## config.mk

```make
export PLATFORM = sky130hd
export DESIGN_NAME = opp_state_rx
export DESIGN_NICKNAME = d
export VERILOG_FILES = /design/src/rtl/opp_state_rx.sv
export SDC_FILE = /design/constraint.sdc
export NUM_CORES = 1
export LEC_CHECK = 0
export ABC_AREA = 0
export BUFFER_PORTS_ARGS = -buffer_cell sky130_fd_sc_hd__buf_4
export CORE_ASPECT_RATIO = 1.25
export CORE_MARGIN = 2
export CORE_UTILIZATION = 45
export CTS_CLUSTER_DIAMETER = 40
export DETAILED_ROUTE_END_ITERATION = 10
export PLACE_DENSITY = 0.74
export RECOVER_POWER = 25
export SETUP_SLACK_MARGIN = 0.2
export SYNTH_ARGS = -nofsm -noshare
export SYNTH_HDL_FRONTEND = slang
export SYNTH_SLANG_ARGS = --single-unit
```

## constraint.sdc

```tcl
create_clock -name clk -period 4.2 [get_ports clk]
set_input_delay 0.42 -clock clk [delete_from_list [all_inputs] [get_ports clk]]
set_output_delay 0.42 -clock clk [all_outputs]
set_load 0.03 [all_outputs]
```

## src/rtl/opp_state_rx.sv

```systemverilog
// Opponent kart state receiver: parses 10-byte packets, validates length, checksum,
// field ranges and sequence freshness, then commits the fields atomically.
module opp_state_rx #(
    parameter logic [7:0]  MAGIC          = 8'hA5,
    parameter int          PKT_BYTES      = 10,
    parameter int          TIMEOUT_CYCLES = 6_500_000,
    parameter logic [10:0] INIT_X         = 11'd256,
    parameter logic [10:0] INIT_Y         = 11'd272
) (
    input  logic        clk,
    input  logic        rst_n,
    input  logic        axiiv,
    input  logic [7:0]  axiid,
    output logic [10:0] r_opp_x,
    output logic [10:0] r_opp_y,
    output logic [8:0]  r_opp_dir,
    output logic [2:0]  r_opp_game,
    output logic        r_opp_rst,
    output logic        receive_axiiv,
    output logic        link_lost,
    output logic [7:0]  err_count
);

    localparam int          TW       = $clog2(TIMEOUT_CYCLES + 1);
    localparam logic [TW-1:0] TMO_MAX  = TW'(TIMEOUT_CYCLES);
    localparam logic [3:0]  LAST_IDX = 4'(PKT_BYTES);

    typedef enum logic [1:0] {IDLE, BODY, DROP} state_t;

    state_t        state, state_nx;
    logic [3:0]    idx;
    logic [7:0]    xsum;
    logic [7:0]    sh_seq, sh_x_hi, sh_x_lo, sh_y_hi, sh_y_lo, sh_dir_hi, sh_dir_lo, sh_ctl;
    logic [7:0]    last_seq;
    logic          seq_seen;
    logic [TW-1:0] tmo_cnt, tmo_nx;

    logic          start, take, eval, drop_end;
    logic [8:0]    dir_val;
    logic [7:0]    seq_diff;
    logic          fields_ok, fresh, pkt_good, pkt_bad;

    // NOTE: every output of this block gets a default first, so no path leaves a latch.
    always_comb begin
        state_nx = state;
        start    = 1'b0;
        take     = 1'b0;
        eval     = 1'b0;
        drop_end = 1'b0;
        case (state)
            IDLE: begin
                if (axiiv) begin
                    start    = 1'b1;
                    state_nx = (axiid == MAGIC) ? BODY : DROP;
                end
            end
            BODY: begin
                if (axiiv) begin
                    if (idx == LAST_IDX) state_nx = DROP;
                    else                 take     = 1'b1;
                end else begin
                    eval     = 1'b1;
                    state_nx = IDLE;
                end
            end
            DROP: begin
                if (!axiiv) begin
                    drop_end = 1'b1;
                    state_nx = IDLE;
                end
            end
            default: state_nx = IDLE;
        endcase
    end

    always_comb begin
        dir_val   = {sh_dir_hi[0], sh_dir_lo};
        fields_ok = (sh_x_hi[7:3] == 5'd0) && (sh_y_hi[7:3] == 5'd0) &&
                    (sh_dir_hi[7:1] == 7'd0) && (dir_val <= 9'd359);
        // Modular difference: 1..127 ahead of the last accepted seq counts as fresh.
        seq_diff  = sh_seq - last_seq;
        fresh     = !seq_seen || ((seq_diff != 8'd0) && !seq_diff[7]);
        pkt_good  = eval && (idx == LAST_IDX) && (xsum == 8'd0) && fields_ok && fresh;
        pkt_bad   = (eval && !pkt_good) || drop_end;

        if (pkt_good)                tmo_nx = '0;
        else if (tmo_cnt == TMO_MAX) tmo_nx = tmo_cnt;
        else                         tmo_nx = tmo_cnt + 1'b1;
    end

    // NOTE: sequential state uses non-blocking assignments so every register samples pre-edge values.
    always_ff @(posedge clk) begin
        if (!rst_n) state <= IDLE;
        else        state <= state_nx;
    end

    always_ff @(posedge clk) begin
        if (!rst_n) begin
            idx           <= 4'd0;
            xsum          <= 8'd0;
            last_seq      <= 8'd0;
            seq_seen      <= 1'b0;
            tmo_cnt       <= '0;
            r_opp_x       <= INIT_X;
            r_opp_y       <= INIT_Y;
            r_opp_dir     <= 9'd0;
            r_opp_game    <= 3'd0;
            r_opp_rst     <= 1'b0;
            receive_axiiv <= 1'b0;
            link_lost     <= 1'b0;
            err_count     <= 8'd0;
        end else begin
            if (start) begin
                idx  <= 4'd1;
                xsum <= axiid;
            end else if (take) begin
                idx  <= idx + 4'd1;
                xsum <= xsum ^ axiid;
            end

            if (pkt_good) begin
                r_opp_x    <= {sh_x_hi[2:0], sh_x_lo};
                r_opp_y    <= {sh_y_hi[2:0], sh_y_lo};
                r_opp_dir  <= dir_val;
                r_opp_game <= sh_ctl[2:0];
                r_opp_rst  <= sh_ctl[3];
                last_seq   <= sh_seq;
                seq_seen   <= 1'b1;
            end
            receive_axiiv <= pkt_good;

            if (pkt_bad && (err_count != 8'hFF)) err_count <= err_count + 8'd1;

            tmo_cnt   <= tmo_nx;
            link_lost <= (tmo_nx == TMO_MAX);
        end
    end

    // NOTE: shadow bytes carry no reset; they only reach the outputs after a full, validated packet rewrote them.
    always_ff @(posedge clk) begin
        if (take) begin
            case (idx)
                4'd1:    sh_seq    <= axiid;
                4'd2:    sh_x_hi   <= axiid;
                4'd3:    sh_x_lo   <= axiid;
                4'd4:    sh_y_hi   <= axiid;
                4'd5:    sh_y_lo   <= axiid;
                4'd6:    sh_dir_hi <= axiid;
                4'd7:    sh_dir_lo <= axiid;
                4'd8:    sh_ctl    <= axiid;
                default: ;
            endcase
        end
    end

endmodule

```

==> metrics.md, run 1 <==
| Metric | Value |
|---|---|
| Tot GR Track Use | `18.95%` |
| Post-detail-place hpwl | `9509 microns` |
| Layout area overhead | `16.94%` |
| Sequential fraction of the synthesis area | `a little under three fifths` |
| GP Congestion | `0.7913` |
| Seq cells post-synth | `151` |
| Mapped Cells | `604` |
| CTS tree | `built` |
| Hold slack | `0.2964 ns` |
| Post-layout instance area | `around 0.0075 sq mm` |
| Unrepaired setup endpoints after global routing | `false` |
| H-tree depth | `4` |
| DRT iter0 DRCs | `271` |
| Clock transition at path regs | `roughly 0.060 ns` |
| Top cells by area, synth | `dfxtp_1, edfxtp_1, mux2i_1` |
| Global-route wire length before repair | `22,700 microns` |
| DRC Markers | `0` |
| Pin count of the biggest net entering global routing | `31` |
| Die area | `0.01529 sq mm` |
| Port Buf Inserts | `55` |
| CTS Hold Buffers Added | `0` |
| CTS resizes | `0` |
| Skew-Pair Late Insertion Delay | `around 0.43 ns` |
| Max Slew Vio Count | `0` |
| Starting density of the core | `roughly 46%` |
| Vias in the first global route | `4,609` |
| Power per Cell Area | `approximately 400 mW/mm^2` |
| WL/cell | `16.65 microns` |
| Router iterations before antenna repair | `4` |
| Post-synth cell types | `53` |
| CP startpoint kind | `flip-flop` |
| Synth warnings | `0` |
| Share of the synthesized area in the top cell type | `28.29%` |
| Final wirelength | `13,990 microns` |
| Layout cell share with drive strength beyond 1 | `13.53%` |
| Fraction of registers with async set/reset | `0%` |
| Placed inst area | `0.007008 sq mm` |
| Max-cap violations | `0` |
| Final nets | `about 680` |
| Post-synth EDFFs | `60` |
| Row cnt | `48` |
| Drt via density | `5.421` |
| IO Count | `between 50 and 60` |
| Maximum vdd drop | `between 0.2 and 0.3 mV` |
| Number of setup violations in the final report | `0` |
| Placed Instances | `808` |
| Critical path capture point type | `flip-flop` |
| Clock Sinks | `151` |
| GRT overflow | `0` |
| Setup TNS | `0 ns` |
| Util after Layout | `54.28%` |
| DR vias | `4,554` |
| Tcrit/Tclk final | `78.38%` |
| Worst-margin pin slew | `~1.1 ns` |
| P_leak | `roughly 2.7 nW` |
| Final worst path period need | `roughly 3.3 ns` |
| Final-report hold violation count | `0` |
| Num CTS Buffers | `17` |
| Top cell type by total area after synthesis | `dfxtp_1` |
| Initial antenna violation count | `0` |
| Top FF cell, synth | `dfxtp_1` |
| Core area | `0.01387 sq mm` |
| Diode count | `0` |
| Die X | `111 microns` |
| CTS Root Cell | `clkbuf_16` |
| Synth Cell Area | `around 0.0064 sq mm` |
| FMAX | `303.8 MHz` |
| CP max FO | `30` |
| Avg Synthesized Cell Area | `around 11 sq um` |
| Required time of the worst setup path | `about 4.5 ns` |
| Clk buf depth | `2` |
| Clk_skew | `0.01448 ns` |
| WS Path Type | `reg2reg` |
| Slew HR | `29.07%` |
| HP Class | `in2reg` |
| Data arrival, critical path | `3.59 ns` |
| Syn_nets | `630` |
| Die height | `137.8 microns` |
| Detail Route Antenna Nets | `0` |
| Post-CTS Setup Bufs | `0` |
| Layout Cells excl Fill | `840` |
| Status | `finished clean` |
==> final cells by class <==
class | instances | area [sq um]
fillers | 1174 | 6342
flip-flops and latches | 151 | 3623
multi-input cells | 400 | 2625
clock buffers | 17 | 425.4
repair buffers | 62 | 420.4
well taps | 175 | 219.0
clock inverters | 15 | 142.6
inverters | 20 | 75.07
==> sequential cells by signal (all words and copies together) (netlist names), 4 cells and up <==
signal,cells
err_count,8
idx,4
last_seq,8
r_opp_dir,9
r_opp_x,11
r_opp_y,11
sh_ctl,4
sh_dir_hi,8
sh_dir_lo,8
sh_seq,8
sh_x_hi,8
sh_x_lo,8
sh_y_hi,8
sh_y_lo,8
tmo_cnt,23
xsum,8
==> through the flow <==
step / power (mW) / setup slack (ns)
2_1_floorplan: 1.617 / 1.473
3_3_place_gp: 1.650 / 1.102
3_5_place_dp: 1.656 / 0.9474
4_1_cts: 3.109 / 0.9254
5_1_grt: 3.174 / 0.7545
6_report: 3.079 / 0.9080
==> cell usage after synthesis, types with 2 or more instances <==
| master | count |
|---|---|
| nor2b_1 | 9 |
| nor4bb_1 | 3 |
| a211oi_1 | 2 |
| and2_1 | 7 |
| nor3_1 | 7 |
| nor4b_1 | 2 |
| mux2i_1 | 53 |
| xor2_1 | 14 |
| nand3_1 | 12 |
| buf_2 | 8 |
| inv_1 | 18 |
| nand4_1 | 19 |
| and4_1 | 3 |
| clkbuf_1 | 25 |
| nand2b_1 | 12 |
| nand4b_1 | 4 |
| a21oi_1 | 14 |
| nor2_1 | 91 |
| dfxtp_1 | 91 |
| o21ai_0 | 19 |
| xnor2_1 | 17 |
| a32oi_1 | 8 |
| edfxtp_1 | 60 |
| nand2_1 | 46 |
| a22oi_1 | 2 |
| and3_1 | 10 |
| a31oi_1 | 2 |
| nor4_1 | 6 |
| ha_1 | 14 |
| or3b_2 | 2 |
| o2111ai_1 | 2 |
==> worst paths after layout <==
kind / startpoint / endpoint / slack [ns] / cells after the start
max reg2reg: sh_seq[0]$_DFFE_PP_ / r_opp_y[6]$_SDFFE_PN0N_ / 0.91 / 12
min: rst_n / r_opp_y[8]$_SDFFE_PN1N_ / 0.30 / 2
min reg2reg: sh_x_hi[0]$_DFFE_PP_ / r_opp_x[8]$_SDFFE_PN1N_ / 0.48 / 2
max: sh_seq[0]$_DFFE_PP_ / r_opp_y[6]$_SDFFE_PN0N_ / 0.91 / 12
==> logic make-up (layout without fill, tap and decap cells) <==
| logic type | count (synthesis) | in the layout | share of synthesized area [%] |
|---|---|---|---|
| compound gates | 61 | 61 | 6.237 |
| xor+xnor | 31 | 31 | 4.216 |
| fa+ha+maj | 15 | 15 | 3.031 |
| buf+inv | 53 | 114 | 3.244 |
| flops | 151 | 151 | 56.27 |
| mux | 54 | 54 | 8.413 |
| simple gates | 239 | 239 | 18.59 |
==> cells in the final DEF, fill, tap and decap left out, types with 2 or more instances in the layout <==
| master | Yosys | final |
|---|---|---|
| clkinv_4 | 0 | 3 |
| mux2i_1 | 53 | 53 |
| nor4b_1 | 2 | 2 |
| inv_1 | 18 | 18 |
| and2_1 | 7 | 7 |
| nor2b_1 | 9 | 9 |
| o2111ai_1 | 2 | 2 |
| and4_1 | 3 | 3 |
| a21oi_1 | 14 | 14 |
| and3_1 | 10 | 10 |
| nand4b_1 | 4 | 4 |
| buf_4 | 0 | 50 |
| nor2_1 | 91 | 91 |
| nand4_1 | 19 | 19 |
| clkbuf_16 | 0 | 17 |
| nor4bb_1 | 3 | 3 |
| or3b_2 | 2 | 2 |
| xor2_1 | 14 | 14 |
| clkbuf_1 | 25 | 12 |
| clkinvlp_4 | 0 | 2 |
| nand2b_1 | 12 | 12 |
| nor4_1 | 6 | 6 |
| edfxtp_1 | 60 | 60 |
| xnor2_1 | 17 | 17 |
| inv_6 | 0 | 5 |
| a31oi_1 | 2 | 2 |
| dfxtp_1 | 91 | 91 |
| nor3_1 | 7 | 7 |
| clkinv_2 | 0 | 2 |
| nand3_1 | 12 | 12 |
| ha_1 | 14 | 14 |
| a22oi_1 | 2 | 2 |
| a32oi_1 | 8 | 8 |
| a211oi_1 | 2 | 2 |
| nand2_1 | 46 | 46 |
| o21ai_0 | 19 | 19 |
==> layer usage <==
metal / global-route usage [%] / vias to the layer above / share of wire (%)
met5: 0 / - / 0
met4: 9.236 / 0 / 2.0
met3: 4.487 / 24 / 4.1
met2: 35.21 / 110 / 52
met1: 20.32 / 2188 / 42
li1: - / 2232 / -
==> report_power, final <==
part / switching (mW) / internal, mW
clock network: 0.631 / 0.827
registers: 0.00968 / 1.53
logic: 0.0580 / 0.0224
total: 0.699 / 2.38
==> critical path, stage by stage, from the launching register on <==
cell	delay, ns
edfxtp_1	0.34
inv_1	0.05
ha_1	0.22
fa_1	0.41
nand2b_1	0.16
a21oi_1	0.18
mux2i_1	0.21
a41oi_1	0.09
a221oi_4	0.27
buf_4	0.35
buf_4	0.52
mux2i_1	0.27
nor2_1	0.07
Note: power is estimated with default switching activity, not from simulation.
==> inputs of run 2 (changes only) <==
--- a/config.mk
+++ b/config.mk
@@ -12,7 +12,7 @@
 export CORE_UTILIZATION = 45
 export CTS_CLUSTER_DIAMETER = 40
 export DETAILED_ROUTE_END_ITERATION = 10
-export PLACE_DENSITY = 0.74
+export PLACE_DENSITY = 0.76
 export RECOVER_POWER = 25
 export SETUP_SLACK_MARGIN = 0.2
 export SYNTH_ARGS = -nofsm -noshare
==> constraint.sdc (replaced) <==
create_clock -name clk -period 3 [get_ports clk]
set_input_delay 0.3 -clock clk [delete_from_list [all_inputs] [get_ports clk]]
set_output_delay 0.3 -clock clk [all_outputs]
set_load 0.03 [all_outputs]
==> metrics.md, run 2 (synthesis results as in run 1) <==
| Metric | Value |
|---|---|
| DR vias | `4,710 (was 4,554)` |
| P_leak | `2.739 nW (was 2.669 nW)` |
| Worst hold path endpoint | `r_opp_x[8]$_SDFFE_PN1N_ (was r_opp_y[8]$_SDFFE_PN1N_)` |
| Critical Path Max Stage Delay | `0.41 ns (was 0.52 ns)` |
| Final wirelength | `14,710 microns (was 13,990 microns)` |
| FMAX | `344.6 MHz (was 303.8 MHz)` |
| CP max FO | `4 (was 30)` |
| IO Count | `56 (unchanged)` |
| Critical path capture point type | `flip-flop (unchanged)` |
| Util after Layout | `55.78% (was 54.28%)` |
| CP max stage cell | `fa_2 (was buf_4)` |
| Clock Sinks | `151 (unchanged)` |
| GP Congestion | `0.8497 (was 0.7913)` |
| Tot GR Track Use | `20.00% (was 18.95%)` |
| Tcrit/Tclk final | `96.74% (was 78.38%)` |
| Final-report hold violation count | `0 (unchanged)` |
| Die area | `0.01529 sq mm (unchanged)` |
| Final nets | `687 (was 678)` |
| Unrepaired setup endpoints after global routing | `true (was false)` |
| Clock transition at path regs | `0.06 ns (about the same)` |
| Max Slew Vio Count | `0 (unchanged)` |
| Port Buf Inserts | `55 (unchanged)` |
| Drt via density | `5.548 (was 5.421)` |
| Buf/Inv on CP | `3 (unchanged)` |
| Top Family by Delay on Critical Path | `compound AO/OA/AOI/OAI gates (was buffers and inverters)` |
| CTS tree | `built (unchanged)` |
| Die height | `137.8 microns (unchanged)` |
| Max reg flops | `23 (unchanged)` |
| Pin count of the biggest net entering global routing | `52 (was 31)` |
| Clk_skew | `0.01053 ns (was 0.01448 ns)` |
| Critical-path cell list | `inv_1, ha_2, fa_2, nand2b_4, a21oi_4, mux2i_1, a41oi_2, a221oi_4, buf_6, buf_12, mux2_2, o21a_1 (was inv_1, ha_1, fa_1, nand2b_1, a21oi_1, mux2i_1, a41oi_1, a221oi_4, buf_4, buf_4, mux2i_1, nor2_1)` |
| Status | `finished clean (unchanged)` |
| H-tree depth | `4 (unchanged)` |
| Worst-margin pin slew | `0.7201 ns (was 1.059 ns)` |
| Vias in the first global route | `4,851 (was 4,609)` |
| DRT iter0 DRCs | `327 (was 271)` |
| Maximum vdd drop | `0.3946 mV (was 0.2713 mV)` |
| Router iterations before antenna repair | `5 (was 4)` |
| Global-route wire length before repair | `24,120 microns (was 22,700 microns)` |
| Hold Path Cell Cnt | `2 (unchanged)` |
| R2r startpoint | `sh_seq[0]$_DFFE_PP_ (unchanged)` |
| Setup TNS | `0 ns (unchanged)` |
| Number of setup violations in the final report | `0 (unchanged)` |
| Num CTS Buffers | `17 (unchanged)` |
| Required time of the worst setup path | `3.32 ns (was 4.50 ns)` |
| Post-detail-place hpwl | `9508 microns (was 9509 microns)` |
| Row cnt | `48 (unchanged)` |
| Worst R2R End | `err_count[1]$_SDFFE_PN0P_ (was r_opp_y[6]$_SDFFE_PN0N_)` |
| Largest Register | `tmo_cnt (unchanged)` |
| Skew-Pair Late Insertion Delay | `0.43 ns (about the same)` |
| GRT overflow | `0 (unchanged)` |
| Clk buf depth | `2 (unchanged)` |
| Power per Cell Area | `549.2 mW/mm^2 (was 408.8 mW/mm^2)` |
| Most frequent cells in the layout | `nor2_1, dfxtp_1, edfxtp_1 (unchanged)` |
| Core area | `0.01387 sq mm (unchanged)` |
| Data arrival, critical path | `3.22 ns (was 3.59 ns)` |
| Hold wc startpoint | `rst_n (unchanged)` |
| Initial antenna violation count | `0 (unchanged)` |
| DRC Markers | `0 (unchanged)` |
| Biggest regs | `tmo_cnt: 23 flops, r_opp_x: 11 flops, r_opp_y: 11 flops (unchanged)` |
| Hold slack | `0.1764 ns (was 0.2964 ns)` |
| Die X | `111 microns (unchanged)` |
| Layout area overhead | `20.17% (was 16.94%)` |
| CP startpoint kind | `flip-flop (unchanged)` |
| Reg2reg setup slack | `0.1 ns (was 0.91 ns)` |
| Starting density of the core | `46.42% (unchanged)` |
| Diode count | `0 (unchanged)` |
| WS Path Type | `reg2reg (unchanged)` |
| CTS Root Cell | `clkbuf_16 (unchanged)` |
| WL/cell | `17.32 microns (was 16.65 microns)` |
| Slew HR | `51.89% (was 29.07%)` |
| Final worst path period need | `2.902 ns (was 3.292 ns)` |
| Max-cap violations | `0 (unchanged)` |
| HP Class | `in2reg (unchanged)` |
| Reg2reg path depth | `12 (unchanged)` |
| Detail Route Antenna Nets | `0 (unchanged)` |
| Layout cell share with drive strength beyond 1 | `15.88% (was 13.53%)` |
## run 2: changes by cell type in the layout (fill, tap and decap cells not counted), moves of 2 or more
| cell | change |
|---|---|
| o21ai_1 | +5 |
| clkinvlp_4 | +2 |
| o21ai_0 | -6 |
| clkinv_2 | -2 |
| buf_12 | +3 |
| buf_4 | +2 |
| nor3_1 | -2 |
## run 2: per-layer routing
metal  GRT usage [%]  up-vias  routed length [microns]
met5               0        -                        0
met4           7.986        0                      315
met3           5.367       34                      767
met2           36.40      133                     7887
met1           22.39     2288                     5736
li1                -     2255                        -
## run 2: what timing repair did
| action | 4_1_cts | 5_1_grt |
|---|---|---|
| pin swaps | 1 | 5 |
| resized for setup | 3 | 18 |
| hold buffers | 0 | 0 |
| endpoints found under the setup margin | 27 | 74 |
| buffers inserted | 4 | 1 |
| gates cloned | 2 | 0 |
## run 2: worst reg2reg max path, stage by stage, from the launching register on
cell and delay (ns):
edfxtp_1 0.35, inv_1 0.05, ha_2 0.20, fa_2 0.41, nand2b_4 0.16, a21oi_4 0.15
mux2i_1 0.31, a41oi_2 0.11, a221oi_4 0.30, buf_6 0.17, buf_12 0.11, mux2_2 0.32
o21a_1 0.16
## run 2: report_power, final
group | switching, mW | total, mW | internal [mW] | leakage, nW
combinational | 0.0815 | 0.116 | 0.0341 | 1.20
clock | 0.874 | 1.98 | 1.10 | 0.261
sequential | 0.0144 | 2.16 | 2.14 | 1.27
## run 2: how the worst max path moves through the flow
stage / from / end / cells past startpoint
floorplan: sh_seq[0]$_DFFE_PP_ / err_count[0]$_SDFFE_PN0P_ / 12
finish: sh_seq[0]$_DFFE_PP_ / err_count[1]$_SDFFE_PN0P_ / 12
global placement: sh_seq[0]$_DFFE_PP_ / err_count[1]$_SDFFE_PN0P_ / 11
global route: sh_seq[0]$_DFFE_PP_ / err_count[1]$_SDFFE_PN0P_ / 12
detailed placement: sh_seq[0]$_DFFE_PP_ / err_count[1]$_SDFFE_PN0P_ / 11
CTS: sh_seq[0]$_DFFE_PP_ / err_count[0]$_SDFFE_PN0P_ / 12
## run 2: per-stage QoR
| step | worst slack, ns | instance area [sq um] | cells | power [mW] |
|---|---|---|---|---|
| 6_report | 0.09792 | 7739 | 849 | 4.250 |
| 2_1_floorplan | 0.2734 | 6440 | 604 | 2.264 |
| 5_1_grt | 0.05584 | 7739 | 849 | 4.388 |
| 3_3_place_gp | 0.2300 | 7048 | 810 | 2.311 |
| 3_5_place_dp | 0.1485 | 7048 | 810 | 2.319 |
| 4_1_cts | 0.1741 | 7724 | 848 | 4.292 |
## run 2: layout make-up
cell class / count / area, sq um
fill: 1129 / 6135
sequential: 151 / 3623
multi-input combinational: 400 / 2683
timing repair buffer: 71 / 581.8
clock buffer: 19 / 442.9
tap: 175 / 219.0
clock inverter: 13 / 113.9
inverter: 20 / 75.07
==> inputs of run 3 (changes only) <==
--- a/config.mk
+++ b/config.mk
@@ -12,8 +12,10 @@
 export CORE_UTILIZATION = 45
 export CTS_CLUSTER_DIAMETER = 40
 export DETAILED_ROUTE_END_ITERATION = 10
+export GPL_TIMING_DRIVEN = 0
 export PLACE_DENSITY = 0.76
 export RECOVER_POWER = 25
+export REMOVE_ABC_BUFFERS = 1
 export SETUP_SLACK_MARGIN = 0.2
 export SYNTH_ARGS = -nofsm -noshare
 export SYNTH_HDL_FRONTEND = slang
==> metrics.md, run 3 (synthesis results as in run 1) <==
| Metric | Value |
|---|---|
| Drt via density | `5.403 (was 5.548)` |
| Tcrit/Tclk final | `93.32% (was 96.74%)` |
| Final wirelength | `13,610 microns (was 14,710 microns)` |
| Final-report hold violation count | `0 (unchanged)` |
| Biggest regs | `tmo_cnt: 23 flops, r_opp_x: 11 flops, r_opp_y: 11 flops (unchanged)` |
| H-tree depth | `4 (unchanged)` |
| GRT overflow | `0 (unchanged)` |
| DRC Markers | `0 (unchanged)` |
| Max reg flops | `23 (unchanged)` |
| CP startpoint kind | `flip-flop (unchanged)` |
| Placed inst area | `0.007041 sq mm (was 0.007048 sq mm)` |
| Placed Instances | `805 (was 810)` |
| HP Class | `in2reg (unchanged)` |
| Post-detail-place hpwl | `8706 microns (was 9508 microns)` |
| Die height | `137.8 microns (unchanged)` |
| Final nets | `686 (was 687)` |
| Starting density of the core | `46.42% (unchanged)` |
| Pin count of the biggest net entering global routing | `53 (was 52)` |
| Most frequent cells in the layout | `nor2_1, dfxtp_1, edfxtp_1 (unchanged)` |
| WS Path Type | `reg2reg (unchanged)` |
| Worst hold path endpoint | `r_opp_y[8]$_SDFFE_PN1N_ (was r_opp_x[8]$_SDFFE_PN1N_)` |
| Clk buf depth | `2 (unchanged)` |
| Num CTS Buffers | `17 (unchanged)` |
| Maximum vdd drop | `0.3092 mV (was 0.3946 mV)` |
| CTS tree | `built (unchanged)` |
| DRT iter0 DRCs | `237 (was 327)` |
| DR vias | `4,582 (was 4,710)` |
| Final worst path period need | `2.800 ns (was 2.902 ns)` |
| Required time of the worst setup path | `3.31 ns (was 3.32 ns)` |
| CP max FO | `8 (was 4)` |
| Hold slack | `0.1921 ns (was 0.1764 ns)` |
| CTS Root Cell | `clkbuf_16 (unchanged)` |
| Worst R2R End | `err_count[1]$_SDFFE_PN0P_ (unchanged)` |
| Vias in the first global route | `4,400 (was 4,851)` |
| Critical-path cell list | `inv_2, ha_4, fa_2, nand2b_4, a21oi_4, mux2i_2, a41oi_2, a221oi_4, clkbuf_16, mux2_4, o21a_1 (was inv_1, ha_2, fa_2, nand2b_4, a21oi_4, mux2i_1, a41oi_2, a221oi_4, buf_6, buf_12, mux2_2, o21a_1)` |
| Tot Pwr | `4.308 mW (was 4.250 mW)` |
| Port Buf Inserts | `55 (unchanged)` |
| Clock transition at path regs | `0.06 ns (about the same)` |
| Number of setup violations in the final report | `0 (unchanged)` |
| Layout area overhead | `21.12% (was 20.17%)` |
| Global-route wire length before repair | `21,650 microns (was 24,120 microns)` |
| Setup TNS | `0 ns (unchanged)` |
| Row cnt | `48 (unchanged)` |
| Detail Route Antenna Nets | `0 (unchanged)` |
| Tot GR Track Use | `17.99% (was 20.00%)` |
| Data arrival, critical path | `3.11 ns (was 3.22 ns)` |
| Hold wc startpoint | `rst_n (unchanged)` |
| IO Count | `56 (unchanged)` |
| Diode count | `0 (unchanged)` |
| Hold Path Cell Cnt | `2 (unchanged)` |
| Max-cap violations | `0 (unchanged)` |
| WL/cell | `16.04 microns (was 17.32 microns)` |
| Skew-Pair Late Insertion Delay | `0.42 ns (was 0.43 ns)` |
| GP Congestion | `0.8687 (was 0.8497)` |
| R2r startpoint | `sh_seq[0]$_DFFE_PP_ (unchanged)` |
| Core area | `0.01387 sq mm (unchanged)` |
| Post-layout instance area | `0.007800 sq mm (was 0.007739 sq mm)` |
| Layout cell share with drive strength beyond 1 | `17.09% (was 15.88%)` |
| CTS Hold Buffers Added | `0 (unchanged)` |
| Router iterations before antenna repair | `5 (unchanged)` |
| Worst-margin pin slew | `1.103 ns (was 0.7201 ns)` |
| Layout Cells excl Fill | `848 (was 849)` |
| Reg2reg setup slack | `0.20 ns (was 0.1 ns)` |
| Largest Register | `tmo_cnt (unchanged)` |
| Critical Path Max Stage Delay | `0.41 ns (about the same)` |
| P_leak | `2.750 nW (was 2.739 nW)` |
| Fillers | `1,159 (was 1,129)` |
| Clk_skew | `0.01195 ns (was 0.01053 ns)` |
| FMAX | `357.2 MHz (was 344.6 MHz)` |
| Critical path capture point type | `flip-flop (unchanged)` |
| Reg2reg path depth | `11 (was 12)` |
| Status | `finished clean (unchanged)` |
| Die X | `111 microns (unchanged)` |
| Clock Sinks | `151 (unchanged)` |
| Die area | `0.01529 sq mm (unchanged)` |
| Power per Cell Area | `552.3 mW/mm^2 (was 549.2 mW/mm^2)` |
| CP max stage cell | `fa_2 (unchanged)` |
| Unrepaired setup endpoints after global routing | `true (unchanged)` |
| Initial antenna violation count | `0 (unchanged)` |
| Slew HR | `26.12% (was 51.89%)` |
| Max Slew Vio Count | `0 (unchanged)` |
run 3: changes by cell type in the layout (fill, tap and decap cells not counted), moves of 2 or more:
cell / delta
buf_12: -2
clkbuf_16: +3
clkinv_2: +2
mux2i_1: -3
mux2i_2: +3
run 3: layout make-up:
class	count	area [sq um]	area share [%]
repair buffers	70	573.1	7.347
well taps	175	219.0	2.807
flip-flops and latches	151	3623	46.45
multi-input cells	400	2740	35.13
inverters	20	76.32	0.9785
clock buffers	18	429.2	5.502
clock inverters	14	138.9	1.781
run 3: repair_timing:
item,CTS,global route
setup endpoints to repair,88,73
cloned,0,2
pin swaps,2,5
setup buffers,6,3
resized for setup,10,23
run 3: worst max-delay path, delay by kind of cell, from the launching register on:
family	cells	cell delay, ns
AOI/OAI and AO/OA	4	0.73
muxes	2	0.56
adders and majority gates	2	0.57
and+or+nand+nor	1	0.16
buffers and inverters	2	0.30
DFF	1	0.36
run 3: stage by stage:
step	util [%]	worst slack, ns
6_report	56.22	0.2005
5_1_grt	56.22	0.1322
4_1_cts	55.45	0.2187
3_5_place_dp	50.75	-0.8437
3_3_place_gp	50.01	-7.289
2_1_floorplan	-	-4.811
run 3: how the worst max path moves through the flow:
stage,from,end,slack (ns),depth (start not counted)
floorplan,sh_seq[0]$_DFFE_PP_,err_count[0]$_SDFFE_PN0P_,-4.81,10
global placement,sh_seq[0]$_DFFE_PP_,err_count[3]$_SDFFE_PN0P_,-7.29,10
detailed placement,sh_seq[0]$_DFFE_PP_,tmo_cnt[15]$_SDFF_PN0_,-0.84,11
CTS,sh_seq[0]$_DFFE_PP_,err_count[1]$_SDFFE_PN0P_,0.22,11
global route,sh_seq[0]$_DFFE_PP_,last_seq[4]$_SDFFE_PN0N_,0.13,12
finish,sh_seq[0]$_DFFE_PP_,err_count[1]$_SDFFE_PN0P_,0.20,11
run 3: metal layers:
layer / track usage, % / vias up / wire length [microns]
met5: 0 / - / 0
met4: 7.500 / 0 / 189
met3: 4.092 / 17 / 536
met2: 31.25 / 109 / 7079
met1: 21.69 / 2205 / 5801
li1: - / 2251 / -
run 3: where the power goes:
part / total, mW / internal [mW] / switching (mW)
logic: 0.111 / 0.0317 / 0.0797
registers: 2.16 / 2.14 / 0.0145
clock network: 2.04 / 1.16 / 0.875
total: 4.31 / 3.34 / 0.969
